File: config.mk
export PLATFORM = sky130hd
export DESIGN_NAME = pkt_rx_framer_flat
export DESIGN_NICKNAME = d
export VERILOG_FILES = /design/src/rtl/pkt_pkg.sv /design/src/rtl/pkt_rx_framer_if.sv /design/src/rtl/pkt_fifo.sv /design/src/rtl/pkt_rx_framer.sv /design/src/flat_wrapper.sv
export SDC_FILE = /design/constraint.sdc
export NUM_CORES = 1
export LEC_CHECK = 0
export CAP_MARGIN = 20
export CORE_MARGIN = 2
export CORE_UTILIZATION = 45
export CTS_CLUSTER_DIAMETER = 150
export DETAILED_ROUTE_END_ITERATION = 8
export PLACE_DENSITY = 0.65
export SETUP_SLACK_MARGIN = 0.05
export SYNTH_ARGS = -nofsm -noshare
export SYNTH_HDL_FRONTEND = slang
export SYNTH_HIERARCHICAL = 1
export SYNTH_SLANG_ARGS = --single-unit
File: constraint.sdc
create_clock -name clk -period 3.5 [get_ports clk]
set_clock_uncertainty 0.15 [all_clocks]
set_input_delay 0.35 -clock clk [delete_from_list [all_inputs] [get_ports clk]]
set_output_delay 0.35 -clock clk [all_outputs]
set_load 0.02 [all_outputs]
File: src/rtl/pkt_pkg.sv
// Shared constants and types for the packet receive framer.
package pkt_pkg;

  localparam logic [7:0] BCAST_ID = 8'hFF;
  localparam logic [7:0] KILL_CMD = 8'hFF;
  localparam int unsigned DEF_PAY_W = 16;

  typedef enum logic {IDLE, ASSM} rx_state_t;

  typedef struct packed {
    logic [7:0]           cmd;
    logic [DEF_PAY_W-1:0] data;
  } pkt_entry_t;

endpackage

File: src/rtl/pkt_rx_framer_if.sv
// Byte-in / frame-out bus of the packet framer, plus its status outputs.
interface pkt_rx_framer_if #(
  parameter int unsigned PAY_W = 16
) ();

  logic [7:0]       veh_id;
  logic [7:0]       rx_byte;
  logic             rx_valid;
  logic             rx_ready;
  logic [7:0]       out_cmd;
  logic [PAY_W-1:0] out_data;
  logic             out_valid;
  logic             out_ready;
  logic             kill;
  logic [7:0]       drop_cnt;
  logic [7:0]       tmo_cnt;

  modport master (
    output veh_id, rx_byte, rx_valid, out_ready,
    input  rx_ready, out_cmd, out_data, out_valid, kill, drop_cnt, tmo_cnt
  );

  modport slave (
    input  veh_id, rx_byte, rx_valid, out_ready,
    output rx_ready, out_cmd, out_data, out_valid, kill, drop_cnt, tmo_cnt
  );

endinterface

File: src/rtl/pkt_fifo.sv
// Show-ahead synchronous FIFO; head entry is presented on dout, zero when empty.
module pkt_fifo #(
  parameter int unsigned WIDTH = 24,
  parameter int unsigned DEPTH = 4
) (
  input  logic             clk,
  input  logic             rst,
  input  logic             push,
  input  logic             pop,
  input  logic [WIDTH-1:0] din,
  output logic [WIDTH-1:0] dout,
  output logic             full,
  output logic             empty
);

  localparam int unsigned AW = $clog2(DEPTH);

  logic [WIDTH-1:0] mem [DEPTH];
  logic [AW-1:0]    wr_ptr_q, rd_ptr_q;
  logic [AW:0]      cnt_q;
  logic             wr, rd;

  assign empty = (cnt_q == '0);
  assign full  = (cnt_q == (AW+1)'(DEPTH));
  // A pop in the same cycle frees the slot a push into a full FIFO needs.
  assign wr    = push & (~full | pop);
  assign rd    = pop & ~empty;
  assign dout  = empty ? '0 : mem[rd_ptr_q];

  always_ff @(posedge clk or posedge rst) begin
    if (rst) begin
      wr_ptr_q <= '0;
      rd_ptr_q <= '0;
      cnt_q    <= '0;
    end else begin
      if (wr) wr_ptr_q <= wr_ptr_q + AW'(1);
      if (rd) rd_ptr_q <= rd_ptr_q + AW'(1);
      if (wr && !rd)      cnt_q <= cnt_q + (AW+1)'(1);
      else if (rd && !wr) cnt_q <= cnt_q - (AW+1)'(1);
    end
  end

  always_ff @(posedge clk) begin
    if (wr) mem[wr_ptr_q] <= din;
  end

endmodule

File: src/rtl/pkt_rx_framer.sv
// Assembles fixed-length frames from a byte stream, filters on destination ID,
// queues accepted frames and latches a sticky broadcast kill.
module pkt_rx_framer
  import pkt_pkg::*;
#(
  parameter int unsigned FRAME_BYTES = 4,
  parameter int unsigned PAY_W       = 8 * (FRAME_BYTES - 2),
  parameter int unsigned FIFO_DEPTH  = 4,
  parameter int unsigned TIMEOUT_CYC = 1024
) (
  input logic             clk,
  input logic             rst,
  pkt_rx_framer_if.slave  bus
);

  localparam int unsigned IDX_W = $clog2(FRAME_BYTES);
  localparam int unsigned TMR_W = $clog2(TIMEOUT_CYC + 1);
  localparam logic [IDX_W-1:0] LAST_IDX = IDX_W'(FRAME_BYTES - 1);
  localparam logic [TMR_W-1:0] TMO_LAST = TMR_W'(TIMEOUT_CYC - 1);

  rx_state_t        state_q, state_d;
  logic [IDX_W-1:0] idx_q;
  logic [TMR_W-1:0] tmr_q;
  logic             own_q, bcast_q;
  logic [7:0]       cmd_q;
  logic [PAY_W-1:0] data_q;
  logic             kill_q;
  logic [7:0]       drop_q, tmo_q;

  logic             hs, final_hs, tmo_fire, is_kill, push_req, kill_set, drop, pop;
  logic             fifo_full, fifo_empty;
  logic [PAY_W+7:0] shifted, head;

  assign hs      = bus.rx_valid;
  assign shifted = {data_q, bus.rx_byte};
  assign pop     = ~fifo_empty & bus.out_ready;

  always_ff @(posedge clk or posedge rst) begin
    if (rst) state_q <= IDLE;
    else     state_q <= state_d;
  end

  always_comb begin
    state_d = state_q;
    unique case (state_q)
      IDLE: if (hs) state_d = ASSM;
      ASSM: begin
        if (hs && idx_q == LAST_IDX)   state_d = IDLE;
        else if (!hs && tmr_q == TMO_LAST) state_d = IDLE;
      end
      default: state_d = IDLE;
    endcase
  end

  always_comb begin
    final_hs = (state_q == ASSM) && hs && (idx_q == LAST_IDX);
    tmo_fire = (state_q == ASSM) && !hs && (tmr_q == TMO_LAST);
    is_kill  = bcast_q && (cmd_q == KILL_CMD);
    kill_set = final_hs && is_kill;
    push_req = final_hs && (own_q || bcast_q) && !is_kill;
    drop     = push_req && fifo_full && !pop;
  end

  always_ff @(posedge clk or posedge rst) begin
    if (rst) begin
      idx_q   <= '0;
      tmr_q   <= '0;
      own_q   <= 1'b0;
      bcast_q <= 1'b0;
      cmd_q   <= '0;
      data_q  <= '0;
      kill_q  <= 1'b0;
      drop_q  <= '0;
      tmo_q   <= '0;
    end else begin
      idx_q <= (state_d == IDLE) ? '0 : (hs ? idx_q + IDX_W'(1) : idx_q);
      tmr_q <= (state_d == IDLE || hs) ? '0 : tmr_q + TMR_W'(1);
      if (state_q == IDLE && hs) begin
        own_q   <= (bus.rx_byte == bus.veh_id);
        bcast_q <= (bus.rx_byte == BCAST_ID);
      end
      if (state_q == ASSM && hs && idx_q == IDX_W'(1)) cmd_q <= bus.rx_byte;
      if (state_q == ASSM && hs && idx_q >= IDX_W'(2)) data_q <= shifted[PAY_W-1:0];
      if (kill_set) kill_q <= 1'b1;
      if (drop && drop_q != 8'hFF) drop_q <= drop_q + 8'd1;
      if (tmo_fire && tmo_q != 8'hFF) tmo_q <= tmo_q + 8'd1;
    end
  end

  pkt_fifo #(
    .WIDTH (8 + PAY_W),
    .DEPTH (FIFO_DEPTH)
  ) u_fifo (
    .clk   (clk),
    .rst   (rst),
    .push  (push_req),
    .pop   (pop),
    .din   ({cmd_q, shifted[PAY_W-1:0]}),
    .dout  (head),
    .full  (fifo_full),
    .empty (fifo_empty)
  );

  assign bus.rx_ready  = 1'b1;
  assign bus.out_valid = ~fifo_empty;
  assign bus.out_cmd   = head[PAY_W+7:PAY_W];
  assign bus.out_data  = head[PAY_W-1:0];
  assign bus.kill      = kill_q;
  assign bus.drop_cnt  = drop_q;
  assign bus.tmo_cnt   = tmo_q;

endmodule
File: src/flat_wrapper.sv
// flat-port wrapper written by rule: the top's interface ports become plain ports
module pkt_rx_framer_flat import pkt_pkg::*;
#(
  parameter int unsigned FRAME_BYTES = 4,
  parameter int unsigned PAY_W       = 8 * (FRAME_BYTES - 2),
  parameter int unsigned FIFO_DEPTH  = 4,
  parameter int unsigned TIMEOUT_CYC = 1024
)
  (clk, rst, bus_veh_id, bus_rx_byte, bus_rx_valid, bus_out_ready, bus_rx_ready, bus_out_cmd, bus_out_data, bus_out_valid, bus_kill, bus_drop_cnt, bus_tmo_cnt);
  pkt_rx_framer_if #(.PAY_W(PAY_W)) bus_i ();
  input logic clk;
  input logic rst;
  input wire logic [$bits(bus_i.veh_id)-1:0] bus_veh_id;
  input wire logic [$bits(bus_i.rx_byte)-1:0] bus_rx_byte;
  input wire logic [$bits(bus_i.rx_valid)-1:0] bus_rx_valid;
  input wire logic [$bits(bus_i.out_ready)-1:0] bus_out_ready;
  output wire logic [$bits(bus_i.rx_ready)-1:0] bus_rx_ready;
  output wire logic [$bits(bus_i.out_cmd)-1:0] bus_out_cmd;
  output wire logic [$bits(bus_i.out_data)-1:0] bus_out_data;
  output wire logic [$bits(bus_i.out_valid)-1:0] bus_out_valid;
  output wire logic [$bits(bus_i.kill)-1:0] bus_kill;
  output wire logic [$bits(bus_i.drop_cnt)-1:0] bus_drop_cnt;
  output wire logic [$bits(bus_i.tmo_cnt)-1:0] bus_tmo_cnt;
  assign bus_i.veh_id = bus_veh_id;
  assign bus_i.rx_byte = bus_rx_byte;
  assign bus_i.rx_valid = bus_rx_valid;
  assign bus_i.out_ready = bus_out_ready;
  assign bus_rx_ready = bus_i.rx_ready;
  assign bus_out_cmd = bus_i.out_cmd;
  assign bus_out_data = bus_i.out_data;
  assign bus_out_valid = bus_i.out_valid;
  assign bus_kill = bus_i.kill;
  assign bus_drop_cnt = bus_i.drop_cnt;
  assign bus_tmo_cnt = bus_i.tmo_cnt;
  pkt_rx_framer #(.FRAME_BYTES(FRAME_BYTES), .PAY_W(PAY_W), .FIFO_DEPTH(FIFO_DEPTH), .TIMEOUT_CYC(TIMEOUT_CYC)) u_core (.clk(clk), .rst(rst), .bus(bus_i));
endmodule
* Word-level counts from Yosys, hierarchy flattened
Memory sizes are Yosys's and may differ from the RTL's.
Index checks and enable logic that the tools add are counted.
** Storage, ports and cells
- Memories :: 1
- Flip-flop bits (word level) :: 56
- Logic and storage cells :: 81
- Memory bits (writable) :: 96
- Output and inout bits :: 43
** Operators by class
- Reductions and logical operators :: 28
- Equal/unequal tests :: 10
- Order comparisons :: 1
- Bitwise gates (word level) :: 8
- Add/sub/neg operators :: 8
- Multiplexer cells :: 12
** Memories
- u_core.u_fifo.mem :: words 4, width 24, rd ports 1, clocked after Yosys merged registers in 0, write ports 1, line pkt_fifo.sv:18 : logic [WIDTH-1:0] mem [DEPTH];
** Operator list (number)
- $mux 24 :: 1
- $logic_and 1x1->1 :: 19
- $add 8x1->8 const B :: 2
- $eq 8x8->1 const B :: 2
- $ne 8x8->1 const B :: 2
- $add 11x1->11 const B :: 1
- $eq 11x10->1 const B :: 1
- $mux 11 :: 1
- $eq 8x8->1 :: 1
- $add 2x1->2 const B :: 3
- $mux 3 :: 2
- $logic_not 1->1 :: 5
- $mux 1 :: 5
- $mux 2 :: 2
- $not 1->1 :: 4
- $add 3x1->3 const B :: 1
- $and 1x1->1 :: 3
- $eq 3x3->1 const B :: 1
- $logic_not 3->1 :: 1
- $sub 3x1->3 const B :: 1
- $eq 2x1->1 const B :: 1
- $eq 2x2->1 const B :: 1
- $ge 2x2->1 const B :: 1
- $logic_or 1x1->1 :: 2
- other kinds (4) :: 4

* Logic depth before layout (Yosys ltp)
Gate-level depths: netlist of the first run.
- Depth in word-level cells :: 9
- Mapped depth :: 11
- Mapped depth without buffers :: 10

* By module
Netlist of the first run, hierarchy kept.
** By module, submodules not included
- pkt_fifo :: cells an instance 189, area an instance 4146.5 µm², instances 1
- pkt_rx_framer :: cells an instance 200, area an instance 2301.0 µm², instances 1

* Least setup slack after synthesis of the first run
OpenSTA, ideal clock, no wires.
- Kind :: register to register
- Start :: register u_core.u_fifo.cnt_q[0]
- End :: register u_core.u_fifo.cnt_q[1]
- Arrival time :: 2.342 ns
- Slack :: 0.884 ns
- Required time :: 3.225 ns
- Stages on the path, launching flop included :: 10
- Library setup time :: 0.125 ns
- Path buffers :: 1
- Period minus slack after synthesis :: 2.616 ns
- Path through :: dfrtp_1 > nor3_2 > buf_4 > nor2b_1 > inv_1 > a21boi_2 > ha_1 > inv_1 > fa_1 > mux2_2
** Between the ends
- Cells in the longest elaborated chain, start to end :: 8
- Elaborated cells between the ends (all ways) :: 17
** RTL lines
- from (decl) :: line pkt_fifo.sv:20 : logic [AW:0] cnt_q;
- from (signal assigned) :: line pkt_fifo.sv:38 : if (wr && !rd) cnt_q <= cnt_q + (AW+1)'(1);
- from (signal assigned) :: line pkt_fifo.sv:39 : else if (rd && !wr) cnt_q <= cnt_q - (AW+1)'(1);
- $logic_not 3->1 * :: line pkt_fifo.sv:23 : assign empty = (cnt_q == '0);
- via u_core.fifo_empty :: line pkt_rx_framer.sv:31 : logic fifo_full, fifo_empty;
- $not 1->1 * :: line pkt_rx_framer.sv:36 : assign pop = ~fifo_empty & bus.out_ready;
- $and 1x1->1 * :: line pkt_rx_framer.sv:36
- via u_core.pop :: line pkt_rx_framer.sv:30 : logic hs, final_hs, tmo_fire, is_kill, push_req, kill_set, drop, pop;
- $or 1x1->1 * :: line pkt_fifo.sv:26 : assign wr = push & (~full | pop);
- $and 1x1->1 * :: line pkt_fifo.sv:26
- via u_core.u_fifo.wr :: line pkt_fifo.sv:21 : logic wr, rd;
- $logic_not 1->1 :: line pkt_fifo.sv:39
- $logic_and 1x1->1 :: line pkt_fifo.sv:39
- $reduce_bool 2->1 (no source line)
Mark *: on every way through the listed nets, which the timed path passes. The rest lies on a longest branch. The select of a mux whose other input is x is not followed.
A chain may end at the register's enable or synchronous reset.

* Worst setup path in the final report of the first run
- Start :: register u_core.u_fifo.rd_ptr_q[0]
- End :: output bus_out_cmd[7]
** Between the ends
- Cells in the longest elaborated chain, start to end :: 2
** RTL lines
- from (decl) :: line pkt_fifo.sv:19 : logic [AW-1:0] wr_ptr_q, rd_ptr_q;
- from (signal assigned) :: line pkt_fifo.sv:37 : if (rd) rd_ptr_q <= rd_ptr_q + AW'(1);
- $mem_v2 4x24
- $mux 24 :: line pkt_fifo.sv:28 : assign dout = empty ? '0 : mem[rd_ptr_q];
- to (decl) :: line flat_wrapper.sv:18 : output wire logic [$bits(bus_i.out_cmd)-1:0] bus_out_cmd;
No other way between the ends.

==> metrics.md, run 1 <==
| Metric | Value |
|---|---|
| Starting Density | `46.27%` |
| First-pass GRT wire length | `around 20 mm` |
| 1st-pass router iterations | `4` |
| Commonest non-fill, non-tap cell in the layout | `edfxtp_1` |
| Hold bufs inserted after CTS | `0` |
| Core area | `roughly 14000 sq um` |
| Post-route total power | `roughly 5700 uW` |
| Actual slew at the worst max-slew pin | `0.6407 ns` |
| Final setup vio count | `0` |
| Worst endpoint required time | `about 3.0 ns` |
| Rows | `43` |
| Area of the mapped netlist | `around 6400 sq um` |
| GP Congestion | `approximately 0.74` |
| Buf/Inv on CP | `2` |
| Net count, final | `around 500` |
| Reg2reg start | `u_core/u_fifo/cnt_q[0]` |
| Slew Viols, Final | `0` |
| Root Driver | `clkbuf_16` |
| Antenna cells | `0` |
| Critical Path Max Stage Delay | `about 0.56 ns` |
| Clk_lat worst skew | `roughly 0.42 ns` |
| R2R Setup Slk | `around 0.86 ns` |
| Buffers on Ports | `61` |
| DRT iter0 DRCs | `between 200 and 250` |
| Synth Instances | `around 390` |
| Layout cells sized above 1 | `about a fifth` |
| Area growth syn-to-layout | `21.81%` |
| Main combinational cell family by area after synthesis | `multiplexers` |
| CP delay by family, top | `buffers and inverters` |
| Static leakage | `0.002976 uW` |
| Syn nets | `~420` |
| Largest net degree at the start of global routing | `50` |
| H-Tree Depth | `4` |
| Status | `finished, final reports clean` |
| Syn. warnings | `6` |
| DR vias | `about 3.4k` |
| DIE AREA | `roughly 15000 sq um` |
| DR vias/cell | `~5.2` |
| Placed cell areas | `7264 sq um` |
| WL final | `about 12 mm` |
| Routed Antenna Nets | `0` |
| CP max-delay cell | `clkdlybuf4s50_1` |
| Setup CP Type | `reg -> out` |
| Crit share post-route | `about four fifths` |
| Fin. Hold Viols | `0` |
| Compound-Gate Fraction of Synth Area | `around 1.7%` |
| Xor and xnor area share after synthesis | `roughly 4.9%` |
| Adder-Cell Fraction of Synth Area | `2.445%` |
| Worst-path clk slew | `around 0.060 ns` |
| Peak VDD IR | `roughly 0.00048 V` |
| Most frequent cells in the layout | `96 x edfxtp_1, 61 x clkdlybuf4s50_1, 56 x dfrtp_1` |
| DRC Markers | `0` |
| CTS tree | `built` |
| Worst-path maximum fanout | `24` |
| Multiplexer area fraction after synthesis | `11.88%` |
| Drt wl/cell | `17.92 um` |
| # clock sinks | `approximately 150` |
| Crit end category | `output pin` |
| Die H | `between 100 and 150 um` |
| Crit path time final | `approximately 2.8 ns` |
| Crit path cell chain | `buf_12 -> mux4_2 -> nor2b_1 -> clkdlybuf4s50_1` |
| TNS Setup | `0 ns` |
| Maximum clock rate | `about 0.35 GHz` |
| Number of global-route vias before repair | `roughly 3.6k` |
| Overall routing resource usage | `around 18%` |
| Total grt overflow | `0` |
| CP startpoint kind | `flop` |
| Ports | `between 60 and 70` |
| Origin of the worst setup path | `u_core/u_fifo/rd_ptr_q[0]` |
| CTS max path bufs | `2` |
| Simple-gate portion of the synthesized area | `10.42%` |
| CTS Buf Count | `17` |
| Pwr per Cell Area | `roughly 730 nW/um^2` |
| Unique cell type count in the Yosys netlist | `44` |
| Share of the yosys chip area belonging to registers | `between 60% and 70%` |
| Final instance area | `a little under 8000 sq um` |
| Post-synthesis sequential element count | `152` |
| Initial antenna violation count | `0` |
| Chip width | `between 100 and 150 um` |
| Max Cap Violations | `0` |
| Final HPWL DP | `about 7.3 mm` |
| Rel. slew slack | `57.00%` |
| Post-CTS Setup Inserts | `0` |
| Post-synth top area share | `44.71%` |
| Area leader, netlist | `edfxtp_1` |
| Synth area leaders | `edfxtp_1 45%, dfrtp_1 22%, mux4_2 8.4%` |
| Post-synthesis area per instance | `about 17 sq um` |
| Hold Crit Class | `in -> async` |
| Arrival time of the worst setup path | `roughly 2.4 ns` |
| Post_cts resized | `0` |
| RSZ-0062 raised after global routing | `false` |
## kinds of logic after synthesis
kind of cell	after synthesis
compound gates	14
xor+xnor	35
fa+ha+maj	12
buf+inv	24
flops	152
mux	44
other cells	1
simple gates	107
## worst paths after layout
kind,to,depth (start not counted)
max in group asynchronous,u_core/tmr_q[4],3
max reg2reg,u_core/u_fifo/cnt_q[2],9
min,u_core/bus.drop_cnt[7],2
min in group clk,u_core/u_fifo/rd_ptr_q[1],1
max,bus_out_cmd[7],4
min reg2reg,u_core/u_fifo/rd_ptr_q[1],1
## routing by layer
layer	track usage (%)	up-vias	part of all wire, %
met3	4.670	7	5.0
met1	23.85	1745	46
met2	27.99	90	49
li1	-	1596	-
met4	5.256	0	0.74
met5	0	-	0
## worst reg2reg max path, cell delays in order (launching register included)
cell and delay, ns:
dfrtp_1 0.46, nor3_4 0.22, buf_4 0.46, nand2b_1 0.22, ha_1 0.21, inv_1 0.06, fa_1 0.37, xor2_1 0.15
nor2_1 0.12, xor2_1 0.15
## Yosys cell counts, drive strengths merged
master	instances
a21boi	1
a21oi	3
a22oi	1
a31oi	1
a41o	1
a41oi	1
and2	6
and3	4
and4	1
buf	12
conb	1
dfrtp	56
edfxtp	96
fa	1
ha	11
inv	12
mux2	20
mux4	24
nand2	11
nand2b	3
nand3	13
nand3b	1
nand4	8
nand4bb	1
nor2	22
nor2b	27
nor3	8
nor3b	1
o2111a	1
o211ai	1
o21ai	1
o31a	1
o31ai	2
or3	1
xnor2	19
xor2	16
## sequential cells by signal, indices dropped and copies added, names as in the netlist
register / count
u_core/bcast_q: 1
u_core/bus.drop_cnt: 8
u_core/bus.kill: 1
u_core/bus.tmo_cnt: 8
u_core/cmd_q: 8
u_core/data_q: 8
u_core/idx_q: 2
u_core/own_q: 1
u_core/state_q: 1
u_core/tmr_q: 11
u_core/u_fifo/cnt_q: 3
u_core/u_fifo/mem: 96
u_core/u_fifo/rd_ptr_q: 2
u_core/u_fifo/wr_ptr_q: 2
## stage by stage
stage	hold slack, ns	util, %	setup WS, ns	std cells
after global placement	0.3072	52.13	0.5720	626
after CTS	0.09876	56.22	0.6009	658
after detailed placement	0.3107	52.13	0.5266	626
after floorplan	0.003398	-	0.8835	389
final	0.05745	56.36	0.6537	659
after global routing	0.05867	56.36	0.5051	659
## power by group
part	total, uW	switching, uW	internal [uW]
clock network	1720	733	991
registers	2350	187	2170
logic	1660	763	901
## final cells by class
cell class              count  area [sq um]
clock buffers              17         425.4
well taps                 180         225.2
clock inverters            15         143.9
flip-flops and latches    152          4284
multi-input cells         213          2027
inverters                  12         45.04
fillers                  1119          6081
repair buffers             70         703.2
(Power assumes the default switching activity.)
==> inputs of run 2 (changes only) <==
- clock period: 3.5 -> 3 ns (I/O delays scaled with it)
==> metrics.md, run 2 (same netlist as run 1, synthesis figures left out) <==
| Metric | Value |
|---|---|
| Status | `finished, final reports clean` |
| RSZ-0062 raised after global routing | `false` |
| Crit share post-route | `between 90% and 100%` |
| Max reg flops | `96 (unchanged)` |
| Reg with most FFs | `u_core/u_fifo/mem` |
| Net count, final | `500 (+0.40%)` |
| Drt wl/cell | `18.04 um (+0.68%)` |
| 1st-pass router iterations | `4 (unchanged)` |
| Combinational share of power | `28.9% (about the same)` |
| Overall routing resource usage | `17.37% (-0.20 points)` |
| Reg2reg end | `u_core/u_fifo/cnt_q[2]` |
| Peak VDD IR | `0.0004610 V (-4.3%)` |
| Number of global-route vias before repair | `3559 (-0.97%)` |
| Most frequent cells in the layout | `96 x edfxtp_1, 61 x clkdlybuf4s50_1, 56 x dfrtp_1` |
| Origin of the worst setup path | `u_core/u_fifo/rd_ptr_q[0]` |
| Post-place setup slack | `0.3554 ns (-0.1712 ns)` |
| Total grt overflow | `0 (unchanged)` |
| Die H | `123.7 um (unchanged)` |
| DR vias/cell | `5.207 (-0.19%)` |
| Ports | `63 (unchanged)` |
| Worst-path maximum fanout | `24 (unchanged)` |
| CTS Buf Count | `17 (unchanged)` |
| Placed insts | `629 (+0.48%)` |
| Buf/Inv on CP | `2 (unchanged)` |
| CP startpoint kind | `flop` |
| Worst endpoint required time | `2.55 ns (-0.45 ns)` |
| Core area | `13930 sq um (unchanged)` |
| Pwr per Cell Area | `850.4 nW/um^2 (+16%)` |
| TNS Setup | `0 ns (unchanged)` |
| DRC Markers | `0 (unchanged)` |
| P_int | `4799 uW (+18%)` |
| CP max-delay cell | `mux4_2` |
| Area growth syn-to-layout | `22.26%` |
| Routed Antenna Nets | `0 (unchanged)` |
| CP delay by family, top | `buffers and inverters` |
| Final setup vio count | `0 (unchanged)` |
| CP endpoint | `bus_out_cmd[5]` |
| Hold slack | `0.02711 ns (-0.03034 ns)` |
| Sw Pwr | `1904 uW (+13%)` |
| Post_cts resized | `0 (unchanged)` |
| WL final | `11.93 mm (+0.98%)` |
| Starting Density | `46.27% (unchanged)` |
| Chip width | `123.7 um (unchanged)` |
| Clk_lat worst skew | `0.42 ns (about the same)` |
| CTS tree | `built` |
| Rel. slew slack | `58.07% (+1.1 points)` |
| Setup CP Type | `reg -> out` |
| Final HPWL DP | `7.332 mm (+0.59%)` |
| Fin. Hold Viols | `0 (unchanged)` |
| Critical path depth | `4 (unchanged)` |
| CTS max path bufs | `2 (unchanged)` |
| Buffers on Ports | `61 (unchanged)` |
| Root Driver | `clkbuf_16` |
| Actual slew at the worst max-slew pin | `0.6247 ns (-0.01599 ns)` |
| Largest net degree at the start of global routing | `35 (-30%)` |
| Worst-path clk slew | `0.06 ns (about the same)` |
| Post-route insts no fill | `661 (+0.30%)` |
| Largest registers | `u_core/u_fifo/mem (96), u_core/tmr_q (11)` |
| Clock Power Share | `30.1% (about the same)` |
| Initial antenna violation count | `0 (unchanged)` |
| Worst reg-to-reg path cell count | `10 (+1)` |
| Hold bufs inserted after CTS | `0 (unchanged)` |
| Slew Viols, Final | `0 (unchanged)` |
| Critical Path Max Stage Delay | `0.55 ns (about the same)` |
| GP Congestion | `0.7730 (+5.1%)` |
| DR vias | `3442 (+0.12%)` |
| Sequential Power Share | `41.0% (about the same)` |
| Hold Crit Class | `in -> async` |
| Reg2reg start | `u_core/idx_q[1]` |
| Crit end category | `output pin` |
| Commonest non-fill, non-tap cell in the layout | `edfxtp_1` |
| Post-CTS Setup Inserts | `0 (unchanged)` |
| Static leakage | `0.003001 uW (+0.83%)` |
| H-Tree Depth | `4 (unchanged)` |
| Layout cells sized above 1 | `21.62% (+0.33 points)` |
| Max Cap Violations | `0 (unchanged)` |
| Setup WS post-layout | `0.1993 ns (-0.4544 ns)` |
| Antenna cells | `0 (unchanged)` |
| # clock sinks | `152 (unchanged)` |
| Rows | `43 (unchanged)` |
| R2R Setup Slk | `0.49 ns (-0.37 ns)` |
| Arrival time of the worst setup path | `2.35 ns (about the same)` |
| Crit path cell chain | `buf_12 -> mux4_2 -> nor2b_4 -> clkdlybuf4s50_1` |
| Sw Ratio | `28.41% (-0.90 points)` |
| DIE AREA | `15300 sq um (unchanged)` |
| First-pass GRT wire length | `19.27 mm (-1.5%)` |
| Crit path time final | `between 2 and 3 ns` |
| DRT iter0 DRCs | `345 (+46%)` |
| Maximum clock rate | `between 0.3 and 0.4 GHz` |
[run 2: changes by cell type in the layout (fill, tap and decap cells not counted), sizes merged]
cell / before / now
clkinvlp: 5 / 4
clkbuf: 17 / 23
buf: 9 / 11
bufinv: 1 / 0
inv: 18 / 12
clkinv: 3 / 5
[run 2: worst min-delay path by stage]
stage,startpoint,end,slack (ns),cells past startpoint
after floorplan,rst,u_core/u_fifo/cnt_q[0],-0.05,1
after global placement,u_core/u_fifo/rd_ptr_q[1],u_core/u_fifo/rd_ptr_q[1],0.31,1
after detailed placement,u_core/u_fifo/rd_ptr_q[1],u_core/u_fifo/rd_ptr_q[1],0.31,1
after CTS,rst,u_core/u_fifo/wr_ptr_q[0],0.02,2
after global routing,rst,u_core/u_fifo/wr_ptr_q[0],0.05,2
final,rst,u_core/u_fifo/rd_ptr_q[1],0.03,2
[run 2: cell type report]
cell class,instances,area [sq um]
clock inverters,9,62.56
well taps,180,225.2
multi-input cells,213,2027
fillers,1113,6052
flip-flops and latches,152,4284
clock buffers,23,520.5
repair buffers,72,718.2
inverters,12,45.04
[run 2: metal layers]
layer | share of wire, % | global-route usage [%] | routed length, um | vias to the layer above
met5 | 0 | 0 | 0 | -
met4 | 1.2 | 6.818 | 144 | 0
met3 | 5.1 | 4.579 | 611 | 13
met2 | 48 | 26.72 | 5770 | 88
met1 | 45 | 23.78 | 5400 | 1738
li1 | - | - | - | 1603
[run 2: metrics by stage]
step	cell area [sq um]	total power, uW	utilization [%]
after floorplan	6447	4078	-
after global placement	7300	4732	52.38
after detailed placement	7300	4769	52.38
after CTS	7883	6803	56.57
after global routing	7883	7057	56.57
final	7883	6703	56.57
[run 2: power by group through the flow]
| stage | logic (uW) | registers (uW) | clock network (uW) |
|---|---|---|---|
| 4_1_cts | 1980 | 2750 | 2070 |
| 2_1_floorplan | 1370 | 2710 | 0 |
| 5_1_grt | 2110 | 2790 | 2160 |
| 3_3_place_gp | 1960 | 2770 | 0 |
| 6_report | 1930 | 2750 | 2020 |
| 3_5_place_dp | 1970 | 2790 | 0 |
==> inputs of run 3 (changes only) <==
- SETUP_SLACK_MARGIN: 0.05 -> 0.1
==> metrics.md, run 3 (same netlist as run 1, synthesis figures left out) <==
| Metric | Value |
|---|---|
| Layout cells sized above 1 | `21.99% (+0.37 points)` |
| Actual slew at the worst max-slew pin | `0.6254 ns (+0.0006721 ns)` |
| Initial antenna violation count | `0 (unchanged)` |
| 1st-pass router iterations | `4 (unchanged)` |
| GP Congestion | `0.7730 (unchanged)` |
| Final setup vio count | `0 (unchanged)` |
| CTS Buf Count | `17 (unchanged)` |
| Worst endpoint required time | `2.55 ns (about the same)` |
| Placed insts | `629 (unchanged)` |
| Post-CTS Setup Inserts | `0 (unchanged)` |
| Hold Crit Class | `in -> async` |
| Area growth syn-to-layout | `22.67%` |
| DR vias/cell | `5.193 (-0.27%)` |
| Clk_lat worst skew | `0.42 ns (about the same)` |
| RSZ-0062 raised after global routing | `false` |
| Reg2reg start | `u_core/idx_q[1]` |
| Most frequent cells in the layout | `96 x edfxtp_1, 61 x clkdlybuf4s50_1, 55 x dfrtp_1` |
| Routed Antenna Nets | `0 (unchanged)` |
| Slew Viols, Final | `0 (unchanged)` |
| CTS tree | `built` |
| CTS max path bufs | `2 (unchanged)` |
| Status | `finished, final reports clean` |
| Crit share post-route | `92.84% (-0.52 points)` |
| Fin. Hold Viols | `0 (unchanged)` |
| Worst-path clk slew | `0.06 ns (about the same)` |
| Crit path cell chain | `clkbuf_16 -> mux4_2 -> nor2b_1 -> clkdlybuf4s50_1` |
| Rel. slew slack | `58.03% (about the same)` |
| Buf/Inv on CP | `2 (unchanged)` |
| Overall routing resource usage | `17.37% (unchanged)` |
| Reg with most FFs | `u_core/u_fifo/mem` |
| Root Driver | `clkbuf_16` |
| Chip width | `123.7 um (unchanged)` |
| Peak VDD IR | `0.0004603 V (-0.17%)` |
| Final HPWL DP | `7.332 mm (unchanged)` |
| Post-route total power | `6759 uW (+0.83%)` |
| Largest net degree at the start of global routing | `35 (unchanged)` |
| Max reg flops | `96 (unchanged)` |
| Commonest non-fill, non-tap cell in the layout | `edfxtp_1` |
| Worst reg-to-reg path cell count | `10 (unchanged)` |
| Drt wl/cell | `18.18 um (+0.79%)` |
| Origin of the worst setup path | `u_core/u_fifo/rd_ptr_q[0]` |
| TNS Setup | `0 ns (unchanged)` |
| Placed cell areas | `7300 sq um (unchanged)` |
| Crit path time final | `2.785 ns (-0.01554 ns)` |
| Critical Path Max Stage Delay | `0.56 ns (about the same)` |
| DIE AREA | `15300 sq um (unchanged)` |
| Hold slack | `0.02656 ns (-0.0005551 ns)` |
| Buffers on Ports | `61 (unchanged)` |
| Reg2reg end | `u_core/u_fifo/cnt_q[2]` |
| Core area | `13930 sq um (unchanged)` |
| Fillers | `1107 (-0.54%)` |
| DRC Markers | `0 (unchanged)` |
| First-pass GRT wire length | `19.27 mm (unchanged)` |
| DR vias | `3438 (-0.12%)` |
| R2R Setup Slk | `0.49 ns (about the same)` |
| Number of global-route vias before repair | `3559 (unchanged)` |
| H-Tree Depth | `4 (unchanged)` |
| Worst-path maximum fanout | `12 (-50%)` |
| Total grt overflow | `0 (unchanged)` |
| CP max-delay cell | `clkdlybuf4s50_1` |
| Static leakage | `0.003012 uW (+0.38%)` |
| Arrival time of the worst setup path | `2.34 ns (about the same)` |
| WL final | `12.04 mm (+0.94%)` |
| Antenna cells | `0 (unchanged)` |
| Pwr per Cell Area | `854.6 nW/um^2 (+0.49%)` |
| Post-route insts no fill | `662 (+0.15%)` |
| Starting Density | `46.27% (unchanged)` |
| Setup CP Type | `reg -> out` |
| # clock sinks | `152 (unchanged)` |
| Largest registers | `u_core/u_fifo/mem (96), u_core/tmr_q (11)` |
| Ports | `63 (unchanged)` |
| Net count, final | `501 (+0.20%)` |
| Final instance area | `7909 sq um (+0.33%)` |
| Max Cap Violations | `0 (unchanged)` |
| DRT iter0 DRCs | `325 (-5.8%)` |
| Rows | `43 (unchanged)` |
| Die H | `123.7 um (unchanged)` |
| Maximum clock rate | `0.3590 GHz (+0.56%)` |
| CP delay by family, top | `buffers and inverters` |
| CP startpoint kind | `flop` |
| Crit end category | `output pin` |
## run 3: where the power goes
part           internal, uW  leakage [uW]  total [uW]  switching, uW
clock network          1220      0.000277        2020            801
logic                  1080       0.00115        1970            893
registers              2530       0.00158        2760            233
total                  4830       0.00301        6760           1930
## run 3: per-layer routing
metal / wire (um) / up-vias / track usage, %
li1: - / 1606 / -
met5: 0 / - / 0
met3: 677 / 7 / 4.579
met4: 116 / 0 / 6.818
met2: 5820 / 94 / 26.72
met1: 5423 / 1731 / 23.78
## run 3: worst max-delay path by stage
stage | endpoint | slack, ns | cells past startpoint
global placement | u_core/u_fifo/cnt_q[2] | 0.46 | 10
floorplan | u_core/u_fifo/cnt_q[1] | 0.38 | 9
global route | bus_out_data[10] | 0.13 | 4
CTS | bus_out_data[10] | 0.15 | 4
detailed placement | u_core/u_fifo/cnt_q[2] | 0.36 | 10
finish | bus_out_cmd[7] | 0.21 | 4
## run 3: metrics by stage
| step | worst slack, ns | util [%] |
|---|---|---|
| 6_report | 0.2148 | 56.76 |
| 5_1_grt | 0.1256 | 56.76 |
| 4_1_cts | 0.1496 | 56.57 |
| 3_5_place_dp | 0.3554 | 52.38 |
| 3_3_place_gp | 0.4584 | 52.38 |
| 2_1_floorplan | 0.3835 | - |
## run 3: repair_timing
item / 4_1_cts / 5_1_grt
setup endpoints to repair: 0 / 5
hold buffers: 0 / 0
resized for setup: 0 / 1
## run 3: layout make-up
type                    instances  area [sq um]  share of cell area [%]
repair buffers                 73         743.2                   9.397
flip-flops and latches        152          4285                   54.18
inverters                      12         45.04                  0.5695
multi-input cells             213          2027                   25.63
well taps                     180         225.2                   2.848
clock inverters                 9         62.56                  0.7910
clock buffers                  23         520.5                   6.581
